`src/rtl/multicycle_sequencer_if.sv`:
```
// Handshake/control bundle between the multicycle sequencer and the datapath.
// master = sequencer side, slave = datapath / instruction register side.
interface multicycle_sequencer_if #(
    parameter int RETIRE_W = 16
);
    logic                run;
    logic [31:0]         instr;
    logic                mem_ready;
    logic                zero;
    logic [3:0]          ALU_OP;
    logic                Branch;
    logic                CNTRL_RS;
    logic                MEM_WS;
    logic                MEM_RS;
    logic                MEM_TR;
    logic                PC_WE;
    logic                IR_WE;
    logic                ALU_SRC;
    logic                REG_DST;
    logic [2:0]          state;
    logic [RETIRE_W-1:0] retired;
    logic                illegal;

    modport master (
        input  run, instr, mem_ready, zero,
        output ALU_OP, Branch, CNTRL_RS, MEM_WS, MEM_RS, MEM_TR,
        output PC_WE, IR_WE, ALU_SRC, REG_DST, state, retired, illegal
    );

    modport slave (
        output run, instr, mem_ready, zero,
        input  ALU_OP, Branch, CNTRL_RS, MEM_WS, MEM_RS, MEM_TR,
        input  PC_WE, IR_WE, ALU_SRC, REG_DST, state, retired, illegal
    );
endinterface

```
`src/rtl/multicycle_sequencer.sv`:
```
// Multi-cycle FETCH/DECODE/EXECUTE/MEMORY/WRITEBACK control sequencer.
// Define SEQ_ILLEGAL_TRAP_EN to trap on unsupported encodings instead of NOP.
module multicycle_sequencer #(
    parameter int RETIRE_W = 16
) (
    input  logic                   clk,
    input  logic                   rst,
    multicycle_sequencer_if.master bus
);
`ifdef SEQ_ILLEGAL_TRAP_EN
    localparam bit TRAP_EN = 1'b1;
`else
    localparam bit TRAP_EN = 1'b0;
`endif

    typedef enum logic [2:0] {
        IDLE      = 3'd0,
        FETCH     = 3'd1,
        DECODE    = 3'd2,
        EXECUTE   = 3'd3,
        MEMORY    = 3'd4,
        WRITEBACK = 3'd5,
        TRAP      = 3'd6
    } state_t;

    localparam logic [5:0] OP_R    = 6'b000000;
    localparam logic [5:0] OP_ADDI = 6'b001000;
    localparam logic [5:0] OP_LW   = 6'b100011;
    localparam logic [5:0] OP_SW   = 6'b101011;
    localparam logic [5:0] OP_BEQ  = 6'b000100;
    localparam logic [5:0] F_ADD   = 6'b100000;
    localparam logic [5:0] F_SUB   = 6'b100010;
    localparam logic [5:0] F_AND   = 6'b100100;
    localparam logic [5:0] F_OR    = 6'b100101;
    localparam logic [5:0] F_SLT   = 6'b101010;

    localparam logic [3:0] ALU_AND = 4'b0000;
    localparam logic [3:0] ALU_OR  = 4'b0001;
    localparam logic [3:0] ALU_ADD = 4'b0010;
    localparam logic [3:0] ALU_SUB = 4'b0110;
    localparam logic [3:0] ALU_SLT = 4'b0111;

    state_t              state_q;
    state_t              next_instr;
    logic [5:0]          op_q;
    logic [5:0]          func_q;
    logic [RETIRE_W-1:0] retired_q;
    logic                illegal_q;

    logic [5:0] op_in;
    logic [5:0] func_in;
    logic       dec_ok;
    logic       is_r, is_addi, is_lw, is_sw, is_beq;
    logic       retire;
    logic [3:0] r_alu;
    logic       unused_instr;

    logic [3:0] alu_op;
    logic       branch, cntrl_rs, mem_ws, mem_rs, mem_tr;
    logic       pc_we, ir_we, alu_src, reg_dst;

    assign op_in        = bus.instr[31:26];
    assign func_in      = bus.instr[5:0];
    assign unused_instr = ^bus.instr[25:6];

    always_comb begin
        dec_ok = 1'b0;
        unique case (op_in)
            OP_R:   dec_ok = func_in inside {F_ADD, F_SUB, F_AND, F_OR, F_SLT};
            OP_ADDI,
            OP_LW,
            OP_SW,
            OP_BEQ: dec_ok = 1'b1;
            default: dec_ok = 1'b0;
        endcase
    end

    // Later states decode from the op/func captured in DECODE, not live instr.
    assign is_r    = (op_q == OP_R);
    assign is_addi = (op_q == OP_ADDI);
    assign is_lw   = (op_q == OP_LW);
    assign is_sw   = (op_q == OP_SW);
    assign is_beq  = (op_q == OP_BEQ);

    assign next_instr = bus.run ? FETCH : IDLE;

    always_comb begin
        r_alu = ALU_AND;
        unique case (func_q)
            F_ADD:   r_alu = ALU_ADD;
            F_SUB:   r_alu = ALU_SUB;
            F_AND:   r_alu = ALU_AND;
            F_OR:    r_alu = ALU_OR;
            F_SLT:   r_alu = ALU_SLT;
            default: r_alu = ALU_AND;
        endcase
    end

    always_comb begin
        retire = 1'b0;
        unique case (state_q)
            DECODE:    retire = !dec_ok && !TRAP_EN;
            EXECUTE:   retire = is_beq;
            MEMORY:    retire = is_sw && bus.mem_ready;
            WRITEBACK: retire = 1'b1;
            default:   retire = 1'b0;
        endcase
    end

    always_ff @(posedge clk or posedge rst) begin
        if (rst) begin
            state_q   <= IDLE;
            op_q      <= '0;
            func_q    <= '0;
            retired_q <= '0;
            illegal_q <= 1'b0;
        end else begin
            if (retire)
                retired_q <= retired_q + RETIRE_W'(1);
            unique case (state_q)
                IDLE:
                    if (bus.run) state_q <= FETCH;
                FETCH:
                    if (bus.mem_ready) state_q <= DECODE;
                DECODE: begin
                    op_q   <= op_in;
                    func_q <= func_in;
                    if (dec_ok) begin
                        state_q <= EXECUTE;
                    end else begin
                        illegal_q <= 1'b1;
                        state_q   <= TRAP_EN ? TRAP : next_instr;
                    end
                end
                EXECUTE:
                    if (is_beq)              state_q <= next_instr;
                    else if (is_lw || is_sw) state_q <= MEMORY;
                    else                     state_q <= WRITEBACK;
                MEMORY:
                    if (bus.mem_ready)
                        state_q <= is_lw ? WRITEBACK : next_instr;
                WRITEBACK:
                    state_q <= next_instr;
                TRAP:
                    state_q <= TRAP;
                default:
                    state_q <= IDLE;
            endcase
        end
    end

    // Moore decode, except the FETCH strobes gated by mem_ready and BEQ PC_WE.
    always_comb begin
        alu_op   = ALU_AND;
        branch   = 1'b0;
        cntrl_rs = 1'b0;
        mem_ws   = 1'b0;
        mem_rs   = 1'b0;
        mem_tr   = 1'b0;
        pc_we    = 1'b0;
        ir_we    = 1'b0;
        alu_src  = 1'b0;
        reg_dst  = 1'b0;
        unique case (state_q)
            FETCH: begin
                mem_rs = 1'b1;
                ir_we  = bus.mem_ready;
                pc_we  = bus.mem_ready;
            end
            EXECUTE: begin
                unique case (1'b1)
                    is_r:
                        alu_op = r_alu;
                    is_beq: begin
                        alu_op = ALU_SUB;
                        branch = 1'b1;
                        pc_we  = bus.zero;
                    end
                    is_addi, is_lw, is_sw: begin
                        alu_op  = ALU_ADD;
                        alu_src = 1'b1;
                    end
                    default: ;
                endcase
            end
            MEMORY: begin
                mem_rs = is_lw;
                mem_ws = is_sw;
            end
            WRITEBACK: begin
                cntrl_rs = 1'b1;
                reg_dst  = is_r;
                mem_tr   = is_lw;
            end
            default: ;
        endcase
    end

    assign bus.ALU_OP   = alu_op;
    assign bus.Branch   = branch;
    assign bus.CNTRL_RS = cntrl_rs;
    assign bus.MEM_WS   = mem_ws;
    assign bus.MEM_RS   = mem_rs;
    assign bus.MEM_TR   = mem_tr;
    assign bus.PC_WE    = pc_we;
    assign bus.IR_WE    = ir_we;
    assign bus.ALU_SRC  = alu_src;
    assign bus.REG_DST  = reg_dst;
    assign bus.state    = state_q;
    assign bus.retired  = retired_q;
    assign bus.illegal  = illegal_q;
endmodule

```
`src/flat_wrapper.sv`:
```
// flat-port wrapper written by rule: the top's interface ports become plain ports
module multicycle_sequencer_flat 
#(
    parameter int RETIRE_W = 16
)
  (clk, rst, bus_run, bus_instr, bus_mem_ready, bus_zero, bus_ALU_OP, bus_Branch, bus_CNTRL_RS, bus_MEM_WS, bus_MEM_RS, bus_MEM_TR, bus_PC_WE, bus_IR_WE, bus_ALU_SRC, bus_REG_DST, bus_state, bus_retired, bus_illegal);
  multicycle_sequencer_if #(.RETIRE_W(RETIRE_W)) bus_i ();
  input  logic clk;
  input  logic rst;
  input wire logic [$bits(bus_i.run)-1:0] bus_run;
  input wire logic [$bits(bus_i.instr)-1:0] bus_instr;
  input wire logic [$bits(bus_i.mem_ready)-1:0] bus_mem_ready;
  input wire logic [$bits(bus_i.zero)-1:0] bus_zero;
  output wire logic [$bits(bus_i.ALU_OP)-1:0] bus_ALU_OP;
  output wire logic [$bits(bus_i.Branch)-1:0] bus_Branch;
  output wire logic [$bits(bus_i.CNTRL_RS)-1:0] bus_CNTRL_RS;
  output wire logic [$bits(bus_i.MEM_WS)-1:0] bus_MEM_WS;
  output wire logic [$bits(bus_i.MEM_RS)-1:0] bus_MEM_RS;
  output wire logic [$bits(bus_i.MEM_TR)-1:0] bus_MEM_TR;
  output wire logic [$bits(bus_i.PC_WE)-1:0] bus_PC_WE;
  output wire logic [$bits(bus_i.IR_WE)-1:0] bus_IR_WE;
  output wire logic [$bits(bus_i.ALU_SRC)-1:0] bus_ALU_SRC;
  output wire logic [$bits(bus_i.REG_DST)-1:0] bus_REG_DST;
  output wire logic [$bits(bus_i.state)-1:0] bus_state;
  output wire logic [$bits(bus_i.retired)-1:0] bus_retired;
  output wire logic [$bits(bus_i.illegal)-1:0] bus_illegal;
  assign bus_i.run = bus_run;
  assign bus_i.instr = bus_instr;
  assign bus_i.mem_ready = bus_mem_ready;
  assign bus_i.zero = bus_zero;
  assign bus_ALU_OP = bus_i.ALU_OP;
  assign bus_Branch = bus_i.Branch;
  assign bus_CNTRL_RS = bus_i.CNTRL_RS;
  assign bus_MEM_WS = bus_i.MEM_WS;
  assign bus_MEM_RS = bus_i.MEM_RS;
  assign bus_MEM_TR = bus_i.MEM_TR;
  assign bus_PC_WE = bus_i.PC_WE;
  assign bus_IR_WE = bus_i.IR_WE;
  assign bus_ALU_SRC = bus_i.ALU_SRC;
  assign bus_REG_DST = bus_i.REG_DST;
  assign bus_state = bus_i.state;
  assign bus_retired = bus_i.retired;
  assign bus_illegal = bus_i.illegal;
  multicycle_sequencer #(.RETIRE_W(RETIRE_W)) u_core (.clk(clk), .rst(rst), .bus(bus_i));
endmodule
```
`config.mk`:
```
export PLATFORM = sky130hd
export DESIGN_NAME = multicycle_sequencer_flat
export DESIGN_NICKNAME = d
export VERILOG_FILES = /design/src/rtl/multicycle_sequencer_if.sv /design/src/rtl/multicycle_sequencer.sv /design/src/flat_wrapper.sv
export SDC_FILE = /design/constraint.sdc
export NUM_CORES = 1
export LEC_CHECK = 0
export ABC_AREA = 1
export BUFFER_PORTS_ARGS = -buffer_cell sky130_fd_sc_hd__clkbuf_2
export CAP_MARGIN = 10
export CORE_UTILIZATION = 45
export DETAILED_ROUTE_END_ITERATION = 10
export PLACE_DENSITY = 0.73
export SYNTH_ARGS = -nofsm -noshare
export SYNTH_HDL_FRONTEND = slang
export SYNTH_SLANG_ARGS = --single-unit
```
`constraint.sdc`:
```
create_clock -name clk -period 3.9 [get_ports clk]
set_clock_uncertainty 0.1 [all_clocks]
set_input_delay 0.585 -clock clk [delete_from_list [all_inputs] [get_ports clk]]
set_output_delay 0.585 -clock clk [all_outputs]
set_load 0.02 [all_outputs]
```
==> qor.csv, run 1 <==
metric,value,unit
yosysWarningCount,0,
postCtsHoldBufs,0,
r2r_start,u_core.bus.state[0],
final_hold_viol_count,0,
maxCapViolCount,0,
drive_above_1_share,0.212,
clk_pin_slew,0.07,ns
timing.rr.end,u_core.bus.retired[7],
finalSetupViolCount,0,
ys_seq_area_frac,0.399,
synth_fa_ha_area_frac,0.00623,
worstSetupEndpointType,output port,
async_reset_ff_frac,1.00,
synth_area_leaders,"dfrtp_1, nand2_1, nand4_1",
cellPowerDensity,560,nW/um^2
gr-total-overflow,0,
synth_edf_count,0,
critPathSlowestCell,dfrtp_1,
slew_violations,0,
ctsHtreeMaxLevel,2,
cts_tree,done,
seq_power_share,0.389,
hpwl,3410,um
clk-insertion-delay-late,0.29,ns
syn_area_per_cell,7.07,sq um
nets,372,
synthSimpleGateAreaFrac,0.386,
grt_usage,0.223,
r2r_cells,8,
drtIter0Drc,121,
fin_util,0.573,
ant_nets,0,
synth_fp_nets,322,
pin_count,70,
wirelength,4660,um
path_cells,inv_1 > nand2_1 > nor2_2 > inv_2 > nor4_1 > clkbuf_2,
drc,0,
vias,1965,
yosys-top-cells-count,"nand2_1, dfrtp_1, inv_1",
core,4140,sq um
pwr-share-comb,0.407,
critPathMaxStageDelay,0.42,ns
antenna_found_initial,0,
hold_path.class,in2async,
start_util,0.485,
syn_inst,284,
cts_resized,0,
synth_compound_area_frac,0.0636,
grt_pass1_wl,7780,um
wl_per_cell,12.1,um
post_synth_instance_area,2010,sq um
crit_path_start,u_core.bus.state[1],
synth.mux.area_fraction,0,
p_sw_frac,0.447,
post-route-period-util,0.640,
synthXorXnorAreaFrac,0.0567,
synth_cell_types,27,
crit_type,reg2out,
worst_setup_path_start_kind,register,
path_max_fanout,19,
die_area,4730,sq um
synth_top_area_frac,0.399,
crit_arrival,1.81,ns
cts_buffers,5,
crit_required,3.21,ns
syn_to_final_growth,18.3,%
peakVddDrop,0.271,mV
die_w,68.8,um
cts.sinks,32,
min_period,2.50,ns
ys.flop_type,dfrtp_1,
leakagePower,1.30,nW
synth-seq-cells,32,
fin_ws,1.40,ns
synth_area_leader_cell,dfrtp_1,
n_fill_cell,420,
synthMostInstantiatedCell,nand2_1,
vias_per_cell,5.10,
post_cts_buffers,0,
first_pass_iters,4,
crit_end,bus_REG_DST,
max_freq,400,MHz
globalplace.congestion,0.793,
io_buffers,48,
fin_setup_tns,0,ns
p_sw,0.594,mW
status,"complete, no violations",
p_int,0.737,mW
pwr-share-clk,0.204,
place_ws,1.71,ns
rows,23,
r2r_setup_slack,1.97,ns
grt_max_degree,33,
synth_top_family_by_area,simple AND/OR/NAND/NOR gates,
grt_pass1_vias,1820,
num_antenna_cells,0,
cts_root_buf,clkbuf_8,
rsz0062_at_grt,false,
die_y,68.8,um
clockBufferDepth,2,
==> state kept, by name, indices dropped and copies added (netlist names) <==
name                cells
u_core.bus.illegal      1
u_core.op_q             6
u_core.bus.retired     16
u_core.func_q           6
u_core.bus.state        3
==> routing by layer <==
metal,vias to the layer above,track usage,routed length (um)
met3,6,0.0461,177
met4,0,0.0765,61
li1,1016,-,-
met1,900,0.258,2090
met5,-,0,0
met2,43,0.404,2330
==> kinds of logic (layout without fill, tap and decap cells) <==
group	Yosys count	after routing
fa+ha+maj	1	1
compound gates	24	24
other cells	1	1
buf+inv	42	93
flops	32	32
xor+xnor	13	13
simple gates	171	171
==> critical path: cells and delay by family (launching register included) <==
kind / cells / cell delay, ns
buffers and inverters: 3 / 0.56
AND/OR/NAND/NOR: 3 / 0.54
flip-flops: 1 / 0.42
==> cell type report <==
class	instances	area (sq um)	area share
sequential	32	801	0.337
multi-input combinational	210	1030	0.435
clock buffer	6	82.6	0.0348
clock inverter	2	10.0	0.00421
inverter	35	131	0.0553
tap	50	62.6	0.0263
timing repair buffer	50	255	0.107
==> cells in the final DEF, fill, tap and decap left out <==
| master | count |
|---|---|
| xor2_1 | 9 |
| nand3_2 | 2 |
| nand3_4 | 1 |
| inv_1 | 31 |
| nand4_2 | 1 |
| nand2_1 | 92 |
| conb_1 | 1 |
| nand3b_1 | 1 |
| nand3_1 | 15 |
| o21ai_0 | 16 |
| nor2_2 | 5 |
| o21a_1 | 1 |
| inv_2 | 4 |
| a221oi_1 | 1 |
| nor3_1 | 5 |
| ha_1 | 1 |
| dfrtp_1 | 32 |
| clkinv_2 | 2 |
| clkbuf_2 | 48 |
| a31oi_1 | 1 |
| xnor2_1 | 4 |
| clkbuf_8 | 6 |
| nor4_1 | 2 |
| buf_4 | 2 |
| nand4_1 | 21 |
| nor2_1 | 26 |
| a21oi_1 | 5 |
==> worst min path at each step <==
stage               slack (ns)            endpoint          startpoint  cells after the start
global route              0.29  u_core.bus.illegal                 rst                      3
finish                    0.24  u_core.bus.illegal                 rst                      3
floorplan                 0.35    u_core.func_q[4]    u_core.func_q[4]                      2
detailed placement        0.36  u_core.bus.illegal  u_core.bus.illegal                      2
global placement          0.35  u_core.bus.illegal  u_core.bus.illegal                      2
CTS                       0.26  u_core.bus.illegal                 rst                      3
==> metrics by stage <==
stage / std cells / hold slack (ns) / total power, mW / instance area, sq um
after floorplan: 284 / 0.354 / 0.921 / 2010
after global placement: 377 / 0.352 / 1.05 / 2280
after detailed placement: 377 / 0.363 / 1.07 / 2280
after CTS: 385 / 0.257 / 1.34 / 2380
after global routing: 385 / 0.295 / 1.45 / 2380
final: 385 / 0.241 / 1.33 / 2380
==> power by group through the flow <==
stage               combinational [mW]  clock (mW)  sequential (mW)
floorplan                        0.379           0            0.542
finish                           0.542       0.272            0.518
global route                     0.625       0.287            0.536
detailed placement               0.544           0            0.523
global placement                 0.532           0            0.516
CTS                              0.547       0.277            0.517
No activity file was read; power rests on OpenSTA's default activity.
==> inputs of run 2 (changes only) <==
PLACE_DENSITY = 0.76   (was 0.73)
clock period = 2.2 ns   (was 3.9 ns; I/O delays follow)
==> qor.csv, run 2 (synthesis gave the netlist of run 1 again) <==
metric,value,unit,change
post-route-period-util,0.959,,
hpwl,3460,um,was 3410 um
cts.sinks,32,,unchanged
violations,hold timing,,
dp_cells,379,,was 377
clk_pin_slew,0.07,ns,about the same
globalplace.congestion,0.858,,was 0.793
path_cells,nor2_2 > nand2_1 > nor3_2 > nand2_1 > a221oi_1 > buf_2,,was inv_1 > nand2_1 > nor2_2 > inv_2 > nor4_1 > clkbuf_2
hold_ws,-0.00282,ns,was 0.241 ns
drive_above_1_share,0.226,,was 0.212
gr-total-overflow,0,,unchanged
grt_max_degree,33,,unchanged
ant_nets,0,,unchanged
max_freq,474,MHz,
cts_tree,done,,unchanged
pin_count,70,,unchanged
crit_required,1.77,ns,was 3.21 ns
cts_root_buf,clkbuf_8,,unchanged
grt_pass1_vias,1851,,was 1820
dpl-instance-area,2310,sq um,was 2280 sq um
final_hold_viol_count,5,,was 0
maxCapViolCount,0,,unchanged
largest_reg_flops,16,,unchanged
crit_type,reg2out,,unchanged
hold_path.class,in2async,,unchanged
grt_usage,0.230,,was 0.223
instances_no_fill,386,,was 385
vias,1999,,was 1965
fin_setup_tns,0,ns,unchanged
wirelength,4710,um,was 4660 um
place_ws,0.298,ns,was 1.71 ns
die_area,4730,sq um,unchanged
wl_per_cell,12.2,um,was 12.1 um
worstSetupEndpointType,output port,,unchanged
core,4140,sq um,unchanged
io_buffers,48,,unchanged
final_common_cell,nand2_1,,unchanged
final_cell_mix,"nand2_1, clkbuf_2, dfrtp_1",,unchanged
grt_pass1_wl,8000,um,was 7780 um
num_antenna_cells,0,,unchanged
slew_violations,0,,unchanged
post_cts_buffers,0,,unchanged
leakagePower,1.31,nW,was 1.30 nW
crit_path_frequent_cell,nand2_1,,
die_w,68.8,um,unchanged
critPathMaxStageDelay,0.40,ns,was 0.42 ns
clockBufferDepth,2,,unchanged
n_fill_cell,436,,was 420
worst_setup_path_start_kind,register,,unchanged
r2r_cells,7,,was 8
drtIter0Drc,176,,was 121
path_max_fanout,3,,was 19
first_pass_iters,4,,unchanged
drc,0,,unchanged
crit_arrival,1.68,ns,was 1.81 ns
finalSetupViolCount,0,,unchanged
critPathSlowestCell,dfrtp_1,,unchanged
start_util,0.485,,unchanged
syn_to_final_growth,19.9,%,was 18.3%
min_period,2.11,ns,
cts_buffers,5,,unchanged
antenna_found_initial,0,,unchanged
cellPowerDensity,982,nW/um^2,was 560 nW/um^2
peakVddDrop,0.366,mV,was 0.271 mV
die_y,68.8,um,unchanged
status,"finished, violations left",,"was complete, no violations"
rows,23,,unchanged
fin_ws,0.0896,ns,was 1.40 ns
ctsHtreeMaxLevel,2,,unchanged
rsz0062_at_grt,true,,was false
vias_per_cell,5.18,,was 5.10
p_total,2.36,mW,was 1.33 mW
design_area,2410,sq um,was 2380 sq um
clk-insertion-delay-late,0.29,ns,about the same
nets,374,,was 372
## run 2: timing repair
item | 4_1_cts | 5_1_grt
setup endpoints to repair | 1 | 4
gates resized for setup | 1 | 5
hold buffers | 0 | 0
## run 2: layer usage
metal | wire length [um] | GRT usage | vias to the layer above
li1 | - | - | 1024
met1 | 2020 | 0.269 | 914
met2 | 2390 | 0.393 | 51
met3 | 208 | 0.0543 | 10
met4 | 93 | 0.115 | 0
met5 | 0 | 0 | -
## run 2: worst paths after layout
| kind | endpoint | slack (ns) | start |
|---|---|---|---|
| worst max-delay path | bus_ALU_OP[0] | 0.09 | u_core.op_q[0] |
| worst min-delay path | u_core.bus.retired[1] | -0.003 | rst |
| worst max register to register | u_core.bus.retired[11] | 0.47 | u_core.bus.state[2] |
| worst min register to register | u_core.bus.illegal | 0.38 | u_core.bus.illegal |
| max in group asynchronous | u_core.op_q[5] | 1.71 | rst |
| min in group clk | u_core.func_q[5] | 0.17 | bus_instr[5] |
## run 2: metrics by stage
step           hold slack, ns   util
4_1_cts               0.00644  0.577
3_3_place_gp            0.315  0.557
5_1_grt                0.0360  0.581
3_5_place_dp            0.321  0.557
6_report             -0.00282  0.581
2_1_floorplan           0.338      -
## run 2: final cells by class
class,instances,area (sq um),area share
Timing Repair Buffer,52,270,0.112
Multi-Input combinational cell,210,1060,0.442
Inverter,35,131,0.0546
Sequential cell,32,801,0.333
Clock buffer,6,72.6,0.0301
Clock inverter,1,5.00,0.00208
Tap cell,50,62.6,0.0260
## run 2: critical path: cells and delay by family, from the launching register on
family,cells,cell delay (ns)
AND/OR/NAND/NOR,4,0.58
buffers and inverters,1,0.21
flip-flops,1,0.40
AO/OA/AOI/OAI,1,0.20
## run 2: power breakdown
part	total (mW)	switching [mW]	internal (mW)
sequential	0.942	0.186	0.755
clock	0.429	0.214	0.215
combinational	0.995	0.671	0.324
total	2.36	1.07	1.29
==> inputs of run 3 (changes only) <==
REMOVE_ABC_BUFFERS = 1   (was not set)
==> qor.csv, run 3 (synthesis gave the netlist of run 1 again) <==
metric,value,unit,change
hold_path.class,in2async,,unchanged
peakVddDrop,0.467,mV,was 0.366 mV
crit_end,bus_REG_DST,,was bus_ALU_OP[0]
maxCapViolCount,0,,unchanged
core,4140,sq um,unchanged
critPathSlowestCell,dfrtp_1,,unchanged
fin_util,0.578,,was 0.581
min_period,2.10,ns,was 2.11 ns
fin_ws,0.104,ns,was 0.0896 ns
post-route-period-util,0.953,,was 0.959
grt_pass1_wl,7650,um,was 8000 um
worstSetupEndpointType,output port,,unchanged
seqCellArea,801,sq um,unchanged
crit_path_start,u_core.bus.state[1],,was u_core.op_q[0]
ant_nets,0,,unchanged
first_pass_iters,4,,unchanged
dr.max_layer_used,met4,,unchanged
antenna_found_initial,0,,unchanged
critPathMaxStageDelay,0.41,ns,was 0.40 ns
path_max_fanout,5,,was 3
vias_per_cell,5.12,,was 5.18
final_hold_viol_count,10,,was 5
drc,0,,unchanged
clk-insertion-delay-late,0.29,ns,about the same
path_cells,inv_1 > nand2_1 > nor2_2 > inv_2 > nor4_1 > clkbuf_2,,was nor2_2 > nand2_1 > nor3_2 > nand2_1 > a221oi_1 > buf_2
grt_max_degree,33,,unchanged
instances_no_fill,386,,unchanged
cellPowerDensity,984,nW/um^2,was 982 nW/um^2
final_common_cell,nand2_1,,unchanged
place_ws,0.274,ns,was 0.298 ns
drtIter0Drc,82,,was 176
gr-total-overflow,0,,unchanged
finalSetupViolCount,0,,unchanged
drive_above_1_share,0.223,,was 0.226
rsz0062_at_grt,true,,unchanged
r2r_cells,7,,unchanged
crit_family,simple AND/OR/NAND/NOR gates,,unchanged
r2r_setup_slack,0.47,ns,about the same
dr_wl_met3,229,um,was 208 um
grt_usage,0.223,,was 0.230
cts_root_buf,clkbuf_8,,unchanged
clockBufferDepth,2,,unchanged
slew_violations,0,,unchanged
violations,hold timing,,unchanged
num_antenna_cells,0,,unchanged
crit_type,reg2out,,unchanged
worst_setup_path_start_kind,register,,unchanged
syn_to_final_growth,19.3,%,was 19.9%
rows,23,,unchanged
dp_cells,379,,unchanged
final_cell_mix,"nand2_1, clkbuf_2, dfrtp_1",,unchanged
m1WireLength,2170,um,was 2020 um
wl_per_cell,12.0,um,was 12.2 um
r2r_start,u_core.bus.state[2],,unchanged
ctsHtreeMaxLevel,2,,unchanged
die_area,4730,sq um,unchanged
status,"finished, violations left",,unchanged
wirelength,4650,um,was 4710 um
hpwl,3390,um,was 3460 um
cts_buffers,5,,unchanged
n_fill_cell,414,,was 436
path_depth,6,,unchanged
nets,374,,unchanged
grt_pass1_vias,1777,,was 1851
vias,1975,,was 1999
cts_tree,done,,unchanged
globalplace.congestion,0.927,,was 0.858
die_w,68.8,um,unchanged
postCtsHoldBufs,0,,unchanged
hold_ws,-0.00601,ns,was -0.00282 ns
crit_arrival,1.67,ns,was 1.68 ns
io_buffers,48,,unchanged
die_y,68.8,um,unchanged
max_freq,477,MHz,was 474 MHz
pin_count,70,,unchanged
timing.rr.end,u_core.bus.retired[15],,was u_core.bus.retired[11]
fin_setup_tns,0,ns,unchanged
multi_input_comb_area,1050,sq um,was 1060 sq um
leakagePower,1.31,nW,about the same
cts.sinks,32,,unchanged
wl_met2,2190,um,was 2390 um
start_util,0.485,,unchanged
crit_required,1.77,ns,about the same
clk_pin_slew,0.07,ns,about the same
worst-path-buf-inv,3,,was 1
largest_reg_flops,16,,unchanged
## run 3: final cells by class
class | count | share of cell area
Multi-Input combinational cell | 210 | 0.438
Sequential cell | 32 | 0.334
Clock buffer | 6 | 0.0303
Clock inverter | 1 | 0.00209
Timing Repair Buffer | 52 | 0.114
Inverter | 35 | 0.0549
Tap cell | 50 | 0.0261
## run 3: how the worst min path moves through the flow
stage | endpoint | slack [ns]
after floorplan | u_core.bus.state[2] | 0.34
after global placement | u_core.func_q[5] | 0.32
after detailed placement | u_core.func_q[5] | 0.32
after CTS | u_core.func_q[5] | 0.001
after global routing | u_core.func_q[0] | 0.04
final | u_core.bus.retired[0] | -0.006
## run 3: worst reg2reg max path, delay by kind of cell, from the launching register on
family / cells / cell delay [ns]
buf+inv: 1 / 0.25
flops: 1 / 0.51
simple gates: 6 / 0.76
## run 3: per-layer routing
layer,track usage,up-vias
li1,-,1021
met3,0.0592,6
met5,0,-
met4,0.0842,0
met1,0.274,891
met2,0.371,57
## run 3: per-stage QoR
stage	instance area, sq um	hold WS [ns]	power [mW]
finish	2390	-0.00601	2.36
global route	2390	0.0429	2.57
detailed placement	2300	0.320	1.90
global placement	2300	0.319	1.87
CTS	2380	0.00106	2.36
floorplan	1970	0.338	1.60
## run 3: where the power goes
part | switching [mW] | internal, mW | leakage, nW
logic | 0.670 | 0.318 | 0.850
clock network | 0.224 | 0.215 | 0.0410
registers | 0.174 | 0.755 | 0.414
## run 3: what timing repair did
action                                  in CTS  in global routing
resized for setup                            3                  3
pin swaps                                    0                  0
buffers inserted                             0                  0
endpoints found under the setup margin       1                  4
